**src/rtl/segway_pkg.sv**
```systemverilog
// Shared Segway constants and the signed saturation helper used by the drive-math blocks.
package segway_pkg;

    localparam int SEG_W         = 12;
    localparam int SS_W_DEF      = 8;
    localparam int MIN_DUTY_DEF  = 'h3C0;
    localparam int LOW_BAND_DEF  = 'h3C;
    localparam int GAIN_MULT_DEF = 16;
    localparam int SLEW_STEP_DEF = 'h040;
    localparam int FAST_THR_DEF  = 1792;
    localparam int FAST_CNT_DEF  = 4;

    // Clamp a sign-extended value into the range of a w-bit two's complement number.
    function automatic logic signed [31:0] sat_signed(input logic signed [31:0] x, input int w);
        logic signed [31:0] hi;
        logic signed [31:0] lo;
        hi = (32'sd1 <<< (w - 1)) - 32'sd1;
        lo = -(32'sd1 <<< (w - 1));
        if (x > hi) begin
            return hi;
        end else if (x < lo) begin
            return lo;
        end
        return x;
    endfunction

endpackage

```
**src/rtl/segway_slew_lim.sv**
```systemverilog
// Per-wheel slew limiter: moves the held speed toward the target by at most one step per enabled cycle.
module segway_slew_lim #(
    parameter int W = 12
) (
    input  logic         i_clk,
    input  logic         i_rst_n,
    input  logic         i_en,
    input  logic         i_load_zero,
    input  logic [W-1:0] i_target,
    input  logic [W-1:0] i_step,
    output logic [W-1:0] o_spd,
    output logic [W-1:0] o_spd_next
);

    logic [W-1:0]        r_spd;
    logic signed [W:0]   w_diff;
    logic signed [W:0]   w_step;
    logic [W-1:0]        w_next;

    // One extra bit so a full-scale reversal cannot wrap the difference.
    assign w_diff = $signed({i_target[W-1], i_target}) - $signed({r_spd[W-1], r_spd});
    assign w_step = $signed({1'b0, i_step});

    always_comb begin
        w_next = i_target;
        if (i_load_zero) begin
            w_next = '0;
        end else if (w_diff > w_step) begin
            w_next = r_spd + i_step;
        end else if (w_diff < -w_step) begin
            w_next = r_spd - i_step;
        end
    end

    always_ff @(posedge i_clk) begin
        if (!i_rst_n) begin
            r_spd <= '0;
        end else if (i_en) begin
            r_spd <= w_next;
        end
    end

    assign o_spd      = r_spd;
    assign o_spd_next = w_next;

endmodule

```
**src/rtl/segway_drive_math_pipe.sv**
```systemverilog
// Three-stage drive math: soft-start/steer prep, torque shaping with saturation, then per-wheel slew
// limiting with a debounced over-speed flag.
module segway_drive_math_pipe
    import segway_pkg::*;
#(
    parameter int W         = SEG_W,
    parameter int SS_W      = SS_W_DEF,
    parameter int MIN_DUTY  = MIN_DUTY_DEF,
    parameter int LOW_BAND  = LOW_BAND_DEF,
    parameter int GAIN_MULT = GAIN_MULT_DEF,
    parameter int SLEW_STEP = SLEW_STEP_DEF,
    parameter int FAST_THR  = FAST_THR_DEF,
    parameter int FAST_CNT  = FAST_CNT_DEF
) (
    input  logic            i_clk,
    input  logic            i_rst_n,
    input  logic            i_vld_in,
    input  logic [W-1:0]    i_pid_cntrl,
    input  logic [SS_W-1:0] i_ss_tmr,
    input  logic [W-1:0]    i_steer_pot,
    input  logic            i_en_steer,
    input  logic            i_pwr_up,
    output logic [W-1:0]    o_lft_spd,
    output logic [W-1:0]    o_rght_spd,
    output logic            o_vld_out,
    output logic            o_too_fast
);

    localparam int PW = W + SS_W + 1;
    localparam int CW = $clog2(FAST_CNT + 1);
    localparam logic [W-1:0]        STEER_LO  = W'((2 ** W) / 8);
    localparam logic [W-1:0]        STEER_HI  = W'((7 * (2 ** W)) / 8);
    localparam logic signed [W:0]   STEER_MID = (W+1)'((2 ** (W - 1)) - 1);
    localparam logic signed [W+1:0] BAND      = (W+2)'(LOW_BAND);
    localparam logic signed [W+1:0] DUTY      = (W+2)'(MIN_DUTY);
    localparam logic signed [W+1:0] GAIN      = (W+2)'(GAIN_MULT);
    localparam logic [W-1:0]        STEP      = W'(SLEW_STEP);
    localparam logic [W-1:0]        THR       = W'(FAST_THR);
    localparam logic [CW-1:0]       CNT_MAX   = CW'(FAST_CNT);

    function automatic logic [W-1:0] shape(input logic signed [W:0] t);
        logic signed [W+1:0] tx;
        logic signed [W+1:0] s;
        tx = {t[W], t};
        if (tx > BAND) begin
            s = tx + DUTY;
        end else if (tx < -BAND) begin
            s = tx - DUTY;
        end else begin
            s = tx * GAIN;
        end
        return W'(sat_signed(32'(s), W));
    endfunction

    // Most negative value maps to 2^(W-1), which still fits unsigned W bits.
    function automatic logic [W-1:0] mag(input logic [W-1:0] x);
        return x[W-1] ? -x : x;
    endfunction

    logic signed [PW-1:0] w_prod;
    logic [W-1:0]         w_pid_ss;
    logic [W-1:0]         w_pot_clamp;
    logic signed [W:0]    w_steer_ctr;
    logic signed [W:0]    w_steer_scl;

    assign w_prod   = PW'($signed(i_pid_cntrl)) * PW'($signed({1'b0, i_ss_tmr}));
    assign w_pid_ss = W'(w_prod >>> SS_W);

    always_comb begin
        w_pot_clamp = i_steer_pot;
        if (i_steer_pot < STEER_LO) begin
            w_pot_clamp = STEER_LO;
        end else if (i_steer_pot > STEER_HI) begin
            w_pot_clamp = STEER_HI;
        end
    end

    assign w_steer_ctr = $signed({1'b0, w_pot_clamp}) - STEER_MID;
    assign w_steer_scl = (w_steer_ctr >>> 4) + (w_steer_ctr >>> 3);

    logic                 r_v1;
    logic signed [W-1:0]  r_pid_ss;
    logic signed [W:0]    r_steer;
    logic                 r_en_steer1;
    logic                 r_pwr_up1;

    always_ff @(posedge i_clk) begin
        if (!i_rst_n) begin
            r_v1        <= 1'b0;
            r_pid_ss    <= '0;
            r_steer     <= '0;
            r_en_steer1 <= 1'b0;
            r_pwr_up1   <= 1'b0;
        end else begin
            r_v1        <= i_vld_in;
            r_pid_ss    <= w_pid_ss;
            r_steer     <= w_steer_scl;
            r_en_steer1 <= i_en_steer;
            r_pwr_up1   <= i_pwr_up;
        end
    end

    logic signed [W:0] w_pid_x;
    logic signed [W:0] w_t_lft;
    logic signed [W:0] w_t_rght;

    assign w_pid_x  = {r_pid_ss[W-1], r_pid_ss};
    assign w_t_lft  = r_en_steer1 ? (w_pid_x + r_steer) : w_pid_x;
    assign w_t_rght = r_en_steer1 ? (w_pid_x - r_steer) : w_pid_x;

    logic         r_v2;
    logic [W-1:0] r_tgt_lft;
    logic [W-1:0] r_tgt_rght;
    logic         r_pwr_up2;

    always_ff @(posedge i_clk) begin
        if (!i_rst_n) begin
            r_v2       <= 1'b0;
            r_tgt_lft  <= '0;
            r_tgt_rght <= '0;
            r_pwr_up2  <= 1'b0;
        end else begin
            r_v2       <= r_v1;
            r_tgt_lft  <= shape(w_t_lft);
            r_tgt_rght <= shape(w_t_rght);
            r_pwr_up2  <= r_pwr_up1;
        end
    end

    logic [W-1:0] w_lft_next;
    logic [W-1:0] w_rght_next;

    segway_slew_lim #(.W(W)) u_slew_lft (
        .i_clk       (i_clk),
        .i_rst_n     (i_rst_n),
        .i_en        (r_v2),
        .i_load_zero (!r_pwr_up2),
        .i_target    (r_tgt_lft),
        .i_step      (STEP),
        .o_spd       (o_lft_spd),
        .o_spd_next  (w_lft_next)
    );

    segway_slew_lim #(.W(W)) u_slew_rght (
        .i_clk       (i_clk),
        .i_rst_n     (i_rst_n),
        .i_en        (r_v2),
        .i_load_zero (!r_pwr_up2),
        .i_target    (r_tgt_rght),
        .i_step      (STEP),
        .o_spd       (o_rght_spd),
        .o_spd_next  (w_rght_next)
    );

    logic          w_over;
    logic [CW-1:0] r_cnt;
    logic          r_vld_out;

    assign w_over = (mag(w_lft_next) > THR) || (mag(w_rght_next) > THR);

    always_ff @(posedge i_clk) begin
        if (!i_rst_n) begin
            r_cnt     <= '0;
            r_vld_out <= 1'b0;
        end else begin
            r_vld_out <= r_v2;
            if (r_v2) begin
                if (!r_pwr_up2 || !w_over) begin
                    r_cnt <= '0;
                end else if (r_cnt != CNT_MAX) begin
                    r_cnt <= r_cnt + CW'(1);
                end
            end
        end
    end

    assign o_vld_out  = r_vld_out;
    assign o_too_fast = (r_cnt == CNT_MAX);

endmodule
```
**config.mk**
```make
export PLATFORM = sky130hd
export DESIGN_NAME = segway_drive_math_pipe
export DESIGN_NICKNAME = d
export VERILOG_FILES = /design/src/rtl/segway_pkg.sv /design/src/rtl/segway_slew_lim.sv /design/src/rtl/segway_drive_math_pipe.sv
export SDC_FILE = /design/constraint.sdc
export NUM_CORES = 1
export LEC_CHECK = 0
export CORE_MARGIN = 3
export CORE_UTILIZATION = 60
export CTS_CLUSTER_DIAMETER = 120
export DETAILED_ROUTE_END_ITERATION = 10
export DONT_BUFFER_PORTS = 1
export PLACE_DENSITY = 0.87
export SLEW_MARGIN = 20
export SYNTH_ARGS = -nofsm -noshare
export SYNTH_HDL_FRONTEND = slang
export SYNTH_HIERARCHICAL = 1
export SYNTH_SLANG_ARGS = --single-unit
export TNS_END_PERCENT = 100
```
**constraint.sdc**
```tcl
create_clock -name i_clk -period 6.2 [get_ports i_clk]
set_input_delay 1.24 -clock i_clk [delete_from_list [all_inputs] [get_ports i_clk]]
set_output_delay 1.24 -clock i_clk [all_outputs]
set_load 0.01 [all_outputs]
```
==> impl_results.html, run 1 <==
<table>
<tr><th>Metric</th><th>Value</th></tr>
<tr><th colspan="2">Setup path</th></tr>
<tr><td>Worst EP required</td><td>~6400 ps</td></tr>
<tr><td>Kind of end point of the critical path</td><td>flop</td></tr>
<tr><td>Crit-path max cell delay</td><td>approximately 430 ps</td></tr>
<tr><td>Arrival time at the worst endpoint</td><td>between 6000 and 7000 ps</td></tr>
<tr><td>Critical path fanouts, max</td><td>10</td></tr>
<tr><td>Kind of critical path</td><td>reg2reg</td></tr>
<tr><td>Startpoint type of the worst setup path</td><td>flop</td></tr>
<tr><td>Reg2reg setup slack</td><td>390 ps</td></tr>
<tr><td>Master of the slowest instance on the critical path</td><td>dfxtp_1</td></tr>
<tr><th colspan="2">Logic synthesis</th></tr>
<tr><td>Avg Inst Size Synth</td><td>7.973 um^2</td></tr>
<tr><td>Number of instances in the synthesized netlist</td><td>about 1,800</td></tr>
<tr><td>List of most frequent post-synthesis cells</td><td>218 x inv_1, 184 x ha_1, 136 x nor2_1, 103 x nand2_1, 86 x a21oi_1</td></tr>
<tr><td>Area share of the leading cell type in the synthesized netlist</td><td>around 16%</td></tr>
<tr><td>Number of distinct library cells after synthesis</td><td>127</td></tr>
<tr><td>Main area contributors after synthesis</td><td>ha_1 16%, fa_1 12%, dfxtp_1 11%, inv_1 5.7%, nor2_1 3.6%</td></tr>
<tr><td>Number of synthesized register bits</td><td>80</td></tr>
<tr><td>EDFF count, synth</td><td>0</td></tr>
<tr><td>Fraction of registers with async set/reset</td><td>0%</td></tr>
<tr><td>Count of warnings emitted by yosys</td><td>6</td></tr>
<tr><td>Post-synth top area cell</td><td>ha_1</td></tr>
<tr><td>Summed instance area of the synthesized netlist</td><td>about 14,000 um^2</td></tr>
<tr><td>Most instantiated library cell after synthesis</td><td>inv_1</td></tr>
<tr><td>Proportion of synthesized chip area in sequential cells</td><td>~11%</td></tr>
<tr><td>Predominant post-synthesis flop cell</td><td>dfxtp_1</td></tr>
<tr><th colspan="2">Worst hold path</th></tr>
<tr><td>Worst min-delay path class</td><td>reg2reg</td></tr>
<tr><th colspan="2">Floorplan</th></tr>
<tr><td>Floorplan die height</td><td>160.5 um</td></tr>
<tr><td>Starting Density</td><td>62.11%</td></tr>
<tr><td>Die outline width</td><td>160.5 um</td></tr>
<tr><td>Number of rows in the core area</td><td>55</td></tr>
<tr><td>Die area</td><td>between 20,000 and 30,000 um^2</td></tr>
<tr><td>Placeable core region</td><td>23,050 um^2</td></tr>
<tr><td>Number of placed I/O pins</td><td>63</td></tr>
<tr><th colspan="2">STA</th></tr>
<tr><td>Actual slew at the worst max-slew pin</td><td>about 960 ps</td></tr>
<tr><td>Final count of negative-setup-slack endpoints</td><td>0</td></tr>
<tr><td>Post-Route Skew</td><td>about 11 ps</td></tr>
<tr><td>Worst-case headroom to the max-slew limit</td><td>between 30 and 40%</td></tr>
<tr><td>RSZ-0062 raised after global routing</td><td>false</td></tr>
<tr><td>Post-route fraction of the period consumed by the critical path</td><td>93.69%</td></tr>
<tr><td>Final critical delay including setup and external delays</td><td>a little under 6000 ps</td></tr>
<tr><td>Final Hold Vio Count</td><td>0</td></tr>
<tr><td>Setup TNS after final layout</td><td>0 ps</td></tr>
<tr><td>Max-slew violation count</td><td>0</td></tr>
<tr><td>Highest attainable clock frequency</td><td>between 0.15 and 0.2 GHz</td></tr>
<tr><th colspan="2">Drt</th></tr>
<tr><td>Total vias in the final route</td><td>between 10,000 and 15,000</td></tr>
<tr><td>Ratio of routed vias to standard cells</td><td>6.127</td></tr>
<tr><td>First-iteration detailed-routing DRC count</td><td>1,269</td></tr>
<tr><td>Total wirelength of the detailed-routed design</td><td>between 30,000 and 40,000 um</td></tr>
<tr><td>DRC errors left</td><td>0</td></tr>
<tr><td>Wirelength per Cell</td><td>16.68 um</td></tr>
<tr><td>Number of routed nets with antenna violations</td><td>0</td></tr>
<tr><td>First-pass DRT Iterations</td><td>6</td></tr>
<tr><th colspan="2">Clocking</th></tr>
<tr><td>Root Buffer</td><td>clkbuf_16</td></tr>
<tr><td>CTS tree</td><td>built</td></tr>
<tr><td>Inserted Clock Buffers</td><td>9</td></tr>
<tr><td>Sink count of the clock tree</td><td>80</td></tr>
<tr><td>Clock Tree Buf Depth</td><td>2</td></tr>
<tr><td>H-tree depth</td><td>3</td></tr>
<tr><td>Post-CTS Hold Buffers</td><td>0</td></tr>
<tr><td>Clock latency on the worst-skew pair</td><td>350 ps</td></tr>
<tr><td>Clock-pin slew of the registers on the worst-case setup and hold paths</td><td>roughly 70 ps</td></tr>
<tr><th colspan="2">Placed design</th></tr>
<tr><td>Detailed-placement wirelength estimate</td><td>between 20,000 and 30,000 um</td></tr>
<tr><td>I/O Buffers</td><td>0</td></tr>
<tr><td>GPL Wtd Cong</td><td>between 0.9 and 1</td></tr>
<tr><td>Dpl cells</td><td>2,159</td></tr>
<tr><th colspan="2">Cells and area</th></tr>
<tr><td>Multi-input gate area in the final layout</td><td>11,910 um^2</td></tr>
<tr><td>Final cell count without fillers</td><td>roughly 2,200</td></tr>
<tr><td>Antenna fix cells</td><td>0</td></tr>
<tr><td>Final core utilization</td><td>65.62%</td></tr>
<tr><td>Layout Nets</td><td>between 2,000 and 2,500</td></tr>
<tr><td>Count of fill cells added during filler insertion</td><td>between 1,500 and 2,000</td></tr>
<tr><td>Signed area change from the synthesized netlist to the final layout</td><td>5.645%</td></tr>
<tr><td>Share of final-layout standard cells stronger than drive strength 1</td><td>between 6 and 7%</td></tr>
<tr><td>Flip-flop and latch area</td><td>between 1500 and 2000 um^2</td></tr>
<tr><th colspan="2">Job</th></tr>
<tr><td>Max-cap violation count</td><td>0</td></tr>
<tr><th colspan="2">Pwr</th></tr>
<tr><td>Total power</td><td>around 6.6 mW</td></tr>
<tr><td>Switch share</td><td>between 50% and 60%</td></tr>
<tr><td>Part of the total power dissipated in the clock network</td><td>just over 8%</td></tr>
<tr><td>Worst IR Drop VDD</td><td>approximately 0.00053 V</td></tr>
<tr><td>Sequential cell fraction of total power</td><td>about an eighth</td></tr>
<tr><td>Net load switching power</td><td>3.516 mW</td></tr>
<tr><td>Internal power</td><td>3.052 mW</td></tr>
<tr><td>Leakage power</td><td>about 6.8 nW</td></tr>
<tr><td>Combinational Power Share</td><td>approximately 80%</td></tr>
<tr><td>Pwr per Cell Area</td><td>roughly 430 nW/um^2</td></tr>
<tr><th colspan="2">Global route</th></tr>
<tr><td>Number of global-route vias before repair</td><td>roughly 13,000</td></tr>
<tr><td>Total GRT Usage</td><td>27.99%</td></tr>
<tr><td>Antenna violations before repair</td><td>0</td></tr>
<tr><td>Largest net degree at the start of global routing</td><td>47</td></tr>
<tr><td>First-pass GRT wire length</td><td>between 60,000 and 70,000 um</td></tr>
<tr><td>Remaining Overflow, GRT</td><td>0</td></tr>
<tr><th colspan="2">Status</th></tr>
<tr><td>Outcome</td><td>completed</td></tr>
</table>
-- kinds of logic after synthesis --
kind of cell / after synthesis / share of synthesized area (%)
simple gates: 647 / 24.57
compound gates: 420 / 21.78
buf+inv: 287 / 8.616
fa+ha+maj: 270 / 27.98
flops: 80 / 11.18
xor+xnor: 73 / 4.465
mux: 17 / 1.354
other cells: 2 / 0.05245
-- per-layer routing --
metal  share of wire [%]  wire length, um  vias up  global-route usage (%)
met5                   0                0        -                       0
met1                  42            15160     6355                   36.18
met4                 2.7              963        0                   8.521
met3                 6.3             2292       97                   3.817
li1                    -                -     6347                       -
met2                  49            17880      533                   48.57
-- power by group through the flow --
| stage | sequential [mW] | clock (mW) | combinational, mW |
|---|---|---|---|
| 4_1_cts | 0.774 | 0.551 | 5.07 |
| 3_3_place_gp | 0.780 | 0 | 4.82 |
| 6_report | 0.779 | 0.543 | 5.25 |
| 3_5_place_dp | 0.785 | 0 | 5.03 |
| 5_1_grt | 0.787 | 0.574 | 5.82 |
| 2_1_floorplan | 0.720 | 0 | 4.19 |
-- registers in the layout, indices dropped and copies added (netlist names), 3 cells and up --
| register | flops |
|---|---|
| r_tgt_lft | 12 |
| r_cnt | 3 |
| u_slew_rght/o_spd | 12 |
| r_steer | 11 |
| r_tgt_rght | 12 |
| u_slew_lft/o_spd | 12 |
| r_pid_ss | 12 |
-- stage by stage --
stage	hold slack, ps	area [um^2]	setup WS, ps
2_1_floorplan	411.9	14710	642.5
3_3_place_gp	427.6	14790	565.4
3_5_place_dp	433.9	14790	331.6
4_1_cts	457.0	15090	185.0
5_1_grt	492.6	15130	42.93
6_report	448.7	15130	391.1
-- final timing paths --
| path | startpoint | endpoint | depth (start not counted) |
|---|---|---|---|
| max | u_slew_rght/o_spd[2] | r_cnt[0] | 26 |
| min | r_v1 | r_v2 | 1 |
| max reg2reg | u_slew_rght/o_spd[2] | r_cnt[0] | 26 |
| min reg2reg | r_v1 | r_v2 | 1 |
-- cell usage in the layout (no fill, tap or decap), drive strengths merged, types with 12 or more instances in the layout --
| master | count |
|---|---|
| nand3 | 44 |
| inv | 221 |
| nor2b | 39 |
| nor3 | 66 |
| conb | 106 |
| or3 | 15 |
| o21bai | 12 |
| o211ai | 12 |
| buf | 14 |
| dfxtp | 80 |
| a31oi | 27 |
| nand4 | 20 |
| a21oi | 90 |
| a211oi | 15 |
| xnor2 | 52 |
| fa | 84 |
| o31ai | 27 |
| o31a | 12 |
| nor2 | 137 |
| o21a | 22 |
| and2 | 80 |
| nand2 | 103 |
| o21ai | 75 |
| a21o | 27 |
| and3 | 21 |
| nand2b | 23 |
| xor2 | 21 |
| nor4 | 33 |
| ha | 184 |
-- worst max-delay path: cells and delay by family (launching register included) --
| kind | cells | cell delay [ps] |
|---|---|---|
| fa+ha+maj | 2 | 710 |
| simple gates | 9 | 1830 |
| flops | 1 | 430 |
| buf+inv | 1 | 100 |
| compound gates | 14 | 2650 |
-- final cells by class --
cell class              count  area share, %
multi-input cells        1533          78.71
clock buffers              10          1.514
flip-flops and latches     80          10.59
clock inverters             6         0.4467
repair buffers             14         0.6948
inverters                 220          5.459
well taps                 313          2.589
-- what timing repair did --
item	in CTS	in global routing
endpoints found under the setup margin	0	3
gates resized for setup	0	8
buffers inserted	0	1
(Power assumes the default switching activity.)
==> inputs of run 2 (changes only) <==
--- a/config.mk
+++ b/config.mk
@@ -5,6 +5,7 @@
 export SDC_FILE = /design/constraint.sdc
 export NUM_CORES = 1
 export LEC_CHECK = 0
+export CAP_MARGIN = 20
 export CORE_MARGIN = 3
 export CORE_UTILIZATION = 60
 export CTS_CLUSTER_DIAMETER = 120
@@ -14,6 +15,5 @@
 export SLEW_MARGIN = 20
 export SYNTH_ARGS = -nofsm -noshare
 export SYNTH_HDL_FRONTEND = slang
-export SYNTH_HIERARCHICAL = 1
 export SYNTH_SLANG_ARGS = --single-unit
 export TNS_END_PERCENT = 100
==> impl_results.html, run 2 <==
<table>
<tr><th>Metric</th><th>Value</th></tr>
<tr><th colspan="2">Pwr</th></tr>
<tr><td>Leakage power</td><td>5.000 nW (-26%)</td></tr>
<tr><td>Pwr per Cell Area</td><td>441.8 nW/um^2 (+1.8%)</td></tr>
<tr><td>Worst IR Drop VDD</td><td>0.0002439 V (-54%)</td></tr>
<tr><td>Total power</td><td>5.006 mW (-24%)</td></tr>
<tr><th colspan="2">Setup path</th></tr>
<tr><td>RR Startpoint</td><td>r_steer[2]</td></tr>
<tr><td>Crit path buf inv count</td><td>3 (+2)</td></tr>
<tr><td>Reg2Reg Depth</td><td>17 (-35%)</td></tr>
<tr><td>Reg2reg setup slack</td><td>1160 ps (+770 ps)</td></tr>
<tr><td>Worst EP required</td><td>6420 ps (-20 ps)</td></tr>
<tr><td>CP top delay family</td><td>adder cells</td></tr>
<tr><td>Master of the slowest instance on the critical path</td><td>fa_1</td></tr>
<tr><td>Critical path fanouts, max</td><td>12 (+2)</td></tr>
<tr><td>Kind of critical path</td><td>in2reg</td></tr>
<tr><td>Cells along the critical path</td><td>nand2_1 &gt; fa_1 &gt; fa_1 &gt; inv_1 &gt; ha_1 &gt; inv_1 &gt; fa_1 &gt; inv_1 &gt; ha_1 &gt; nand4b_1 &gt; o41ai_1 &gt; a21o_1 &gt; a21oi_1 &gt; nor2b_1 &gt; o31a_1 &gt; o41ai_1 &gt; a21oi_1 &gt; a211oi_1 &gt; xnor2_1 &gt; nor2_1</td></tr>
<tr><td>Arrival time at the worst endpoint</td><td>5690 ps (-360 ps)</td></tr>
<tr><td>Kind of end point of the critical path</td><td>flop</td></tr>
<tr><td>Startpoint type of the worst setup path</td><td>input port</td></tr>
<tr><td>End of the worst register-to-register path</td><td>r_tgt_lft[8]</td></tr>
<tr><td>Crit-path max cell delay</td><td>520 ps (+90 ps)</td></tr>
<tr><th colspan="2">STA</th></tr>
<tr><td>Actual slew at the worst max-slew pin</td><td>1011 ps (+51.51 ps)</td></tr>
<tr><td>Post-route fraction of the period consumed by the critical path</td><td>88.09% (-5.6 points)</td></tr>
<tr><td>RSZ-0062 raised after global routing</td><td>false</td></tr>
<tr><td>Hold slack final</td><td>439.9 ps (-8.805 ps)</td></tr>
<tr><td>Final count of negative-setup-slack endpoints</td><td>0 (unchanged)</td></tr>
<tr><td>Highest attainable clock frequency</td><td>0.1831 GHz (+6.4%)</td></tr>
<tr><td>Final setup margin</td><td>738.3 ps (+347.2 ps)</td></tr>
<tr><td>Setup TNS after final layout</td><td>0 ps (unchanged)</td></tr>
<tr><td>Max-slew violation count</td><td>0 (unchanged)</td></tr>
<tr><td>Final Hold Vio Count</td><td>0 (unchanged)</td></tr>
<tr><td>Final critical delay including setup and external delays</td><td>5462 ps (-347.2 ps)</td></tr>
<tr><td>Worst-case headroom to the max-slew limit</td><td>31.53% (-4.2 points)</td></tr>
<tr><td>Post-Route Skew</td><td>6.129 ps (-4.587 ps)</td></tr>
<tr><th colspan="2">Worst hold path</th></tr>
<tr><td>Worst hold path cell count</td><td>1 (unchanged)</td></tr>
<tr><td>Endpoint of the worst hold-timing path</td><td>r_v2</td></tr>
<tr><td>Start point of the worst hold path</td><td>r_v1</td></tr>
<tr><td>Worst min-delay path class</td><td>reg2reg</td></tr>
<tr><th colspan="2">Floorplan</th></tr>
<tr><td>Number of rows in the core area</td><td>48 (-13%)</td></tr>
<tr><td>Starting Density</td><td>62.14% (about the same)</td></tr>
<tr><td>Number of placed I/O pins</td><td>63 (unchanged)</td></tr>
<tr><td>Die outline width</td><td>140.8 um (-12%)</td></tr>
<tr><td>Placeable core region</td><td>17,540 um^2 (-24%)</td></tr>
<tr><td>Die area</td><td>19,810 um^2 (-23%)</td></tr>
<tr><td>Floorplan die height</td><td>140.8 um (-12%)</td></tr>
<tr><th colspan="2">Status</th></tr>
<tr><td>Outcome</td><td>completed</td></tr>
<tr><th colspan="2">Drt</th></tr>
<tr><td>Total vias in the final route</td><td>9,916 (-26%)</td></tr>
<tr><td>Wirelength per Cell</td><td>16.54 um (-0.87%)</td></tr>
<tr><td>Ratio of routed vias to standard cells</td><td>6.268 (+2.3%)</td></tr>
<tr><td>Number of routed nets with antenna violations</td><td>0 (unchanged)</td></tr>
<tr><td>First-iteration detailed-routing DRC count</td><td>756 (-40%)</td></tr>
<tr><td>Total wirelength of the detailed-routed design</td><td>26,160 um (-28%)</td></tr>
<tr><td>DRC errors left</td><td>0 (unchanged)</td></tr>
<tr><td>First-pass DRT Iterations</td><td>7 (+1)</td></tr>
<tr><th colspan="2">Global route</th></tr>
<tr><td>Total GRT Usage</td><td>26.89% (-1.1 points)</td></tr>
<tr><td>Remaining Overflow, GRT</td><td>0 (unchanged)</td></tr>
<tr><td>First-pass GRT wire length</td><td>45,470 um (-26%)</td></tr>
<tr><td>Largest net degree at the start of global routing</td><td>62 (+32%)</td></tr>
<tr><td>Number of global-route vias before repair</td><td>9,767 (-24%)</td></tr>
<tr><td>Antenna violations before repair</td><td>0 (unchanged)</td></tr>
<tr><th colspan="2">Cells and area</th></tr>
<tr><td>Most used cells in the layout excluding fill and tap cells</td><td>183 x inv_1, 102 x ha_1, 101 x nand2_1</td></tr>
<tr><td>Flip-flop and latch area</td><td>1603 um^2 (about the same)</td></tr>
<tr><td>Layout Nets</td><td>1,571 (-27%)</td></tr>
<tr><td>Most common cell after layout, fill and taps aside</td><td>inv_1</td></tr>
<tr><td>Share of final-layout standard cells stronger than drive strength 1</td><td>3.464% (-2.7 points)</td></tr>
<tr><td>Count of fill cells added during filler insertion</td><td>1,467 (-24%)</td></tr>
<tr><td>Signed area change from the synthesized netlist to the final layout</td><td>3.996%</td></tr>
<tr><td>Summed area of non-filler cells in the final layout</td><td>11,330 um^2 (-25%)</td></tr>
<tr><td>Antenna fix cells</td><td>0 (unchanged)</td></tr>
<tr><td>Multi-input gate area in the final layout</td><td>8426 um^2 (-29%)</td></tr>
<tr><th colspan="2">Clocking</th></tr>
<tr><td>Clock Tree Buf Depth</td><td>2 (unchanged)</td></tr>
<tr><td>Sink count of the clock tree</td><td>80 (unchanged)</td></tr>
<tr><td>CTS tree</td><td>built</td></tr>
<tr><td>Post-CTS Hold Buffers</td><td>0 (unchanged)</td></tr>
<tr><td>Buffer count from post-CTS setup fixing</td><td>0 (unchanged)</td></tr>
<tr><td>Root Buffer</td><td>clkbuf_16</td></tr>
<tr><td>PostCTS Resize Cnt</td><td>0 (unchanged)</td></tr>
<tr><td>Clock latency on the worst-skew pair</td><td>340 ps (about the same)</td></tr>
<tr><td>Inserted Clock Buffers</td><td>9 (unchanged)</td></tr>
<tr><td>Clock-pin slew of the registers on the worst-case setup and hold paths</td><td>70 ps (about the same)</td></tr>
<tr><td>H-tree depth</td><td>3 (unchanged)</td></tr>
<tr><th colspan="2">Logic synthesis</th></tr>
<tr><td>Predominant post-synthesis flop cell</td><td>dfxtp_1</td></tr>
<tr><td>Synthesized net count</td><td>~1,600</td></tr>
<tr><td>List of most frequent post-synthesis cells</td><td>183 x inv_1, 102 x ha_1, 101 x nand2_1, 95 x nor2_1</td></tr>
<tr><td>Count of warnings emitted by yosys</td><td>0 (-6)</td></tr>
<tr><td>EDFF count, synth</td><td>0 (unchanged)</td></tr>
<tr><td>Number of distinct library cells after synthesis</td><td>82 (-35%)</td></tr>
<tr><td>Most instantiated library cell after synthesis</td><td>inv_1</td></tr>
<tr><td>Summed instance area of the synthesized netlist</td><td>10,900 um^2 (-24%)</td></tr>
<tr><td>Main area contributors after synthesis</td><td>dfxtp_1 15%, fa_1 15%, ha_1 12%, inv_1 6.3%, and2_1 4.2%</td></tr>
<tr><td>Avg Inst Size Synth</td><td>7.873 um^2 (-1.2%)</td></tr>
<tr><td>Fraction of registers with async set/reset</td><td>0% (unchanged)</td></tr>
<tr><td>Area share of the leading cell type in the synthesized netlist</td><td>14.70% (-1.4 points)</td></tr>
<tr><td>Number of synthesized register bits</td><td>80 (unchanged)</td></tr>
<tr><td>Number of instances in the synthesized netlist</td><td>1,384 (-23%)</td></tr>
<tr><td>Proportion of synthesized chip area in sequential cells</td><td>14.70% (+3.5 points)</td></tr>
<tr><td>Post-synth top area cell</td><td>dfxtp_1</td></tr>
<tr><th colspan="2">Placed design</th></tr>
<tr><td>Detailed-placement wirelength estimate</td><td>20,480 um (-29%)</td></tr>
<tr><td>Post-DP Area</td><td>11,030 um^2 (-25%)</td></tr>
<tr><td>GPL Wtd Cong</td><td>0.9715 (-0.56%)</td></tr>
<tr><td>Worst slack at placement</td><td>354.0 ps (+22.33 ps)</td></tr>
<tr><td>I/O Buffers</td><td>0 (unchanged)</td></tr>
<tr><th colspan="2">Job</th></tr>
<tr><td>Max-cap violation count</td><td>0 (unchanged)</td></tr>
</table>
==> run 2: changes by cell type in the layout (fill, tap and decap cells not counted), moves of 13 or more <==
cell	previous run	this run
o31ai_1	25	12
ha_1	184	102
a22o_1	0	13
inv_1	218	183
o21ai_0	64	51
nor4_1	31	12
xnor2_1	52	35
conb_1	106	0
nor2_1	136	95
a21oi_1	86	60
nor3_1	63	34
==> run 2: report_power, final <==
group          leakage (nW)  switching [mW]  internal [mW]  total, mW
logic                  4.19            2.18           1.53       3.70
clock network         0.148           0.228          0.316      0.544
registers             0.659           0.122          0.639      0.761
total                  5.00            2.53           2.48       5.01
==> run 2: how the worst max path moves through the flow <==
stage	start	to	depth (start not counted)
after detailed placement	i_ss_tmr[2]	r_pid_ss[11]	20
after global routing	i_ss_tmr[2]	r_pid_ss[10]	20
after global placement	i_ss_tmr[2]	r_pid_ss[11]	20
after CTS	i_ss_tmr[2]	r_pid_ss[11]	20
final	i_ss_tmr[2]	r_pid_ss[11]	20
after floorplan	i_ss_tmr[2]	r_pid_ss[11]	21
==> run 2: cell families after synthesis <==
logic type / count (synthesis) / share of synthesized area [%]
xor gates and xnor gates: 46 / 3.697
buffers and inverters: 231 / 7.980
muxes: 13 / 1.229
AOI/OAI and AO/OA: 344 / 22.32
and+or+nand+nor: 488 / 23.66
DFF: 80 / 14.70
adders and majority gates: 182 / 26.41
==> run 2: stage by stage <==
stage	std cells	utilization, %
2_1_floorplan	1384	-
3_3_place_gp	1566	62.90
3_5_place_dp	1566	62.90
4_1_cts	1582	64.62
5_1_grt	1582	64.62
6_report	1582	64.62
==> run 2: routing by layer <==
metal  vias up  share of wire [%]  global-route usage (%)
met4         0                2.4                   7.751
met2       374                 48                   45.11
li1       4780                  -                       -
met1      4704                 44                   36.31
met5         -                  0                       0
met3        58                6.2                   3.833
==> run 2: final cells by class <==
class,count,area share [%]
repair buffers,4,0.2650
clock buffers,9,1.987
clock inverters,7,0.6735
flip-flops and latches,80,14.14
multi-input cells,1073,74.35
inverters,184,6.095
well taps,225,2.484
==> run 2: worst reg2reg max path, delay by kind of cell, from the launching register on <==
kind | cells | cell delay, ps
AOI/OAI and AO/OA | 8 | 2820
adders and majority gates | 2 | 640
and+or+nand+nor | 4 | 610
buffers and inverters | 3 | 410
DFF | 1 | 380
==> inputs of run 3 (changes only) <==
--- a/config.mk
+++ b/config.mk
@@ -16,4 +16,3 @@
 export SYNTH_ARGS = -nofsm -noshare
 export SYNTH_HDL_FRONTEND = slang
 export SYNTH_SLANG_ARGS = --single-unit
-export TNS_END_PERCENT = 100
==> results of run 3 <==
No change in the layout: final DEF, timing and power equal those of run 2.
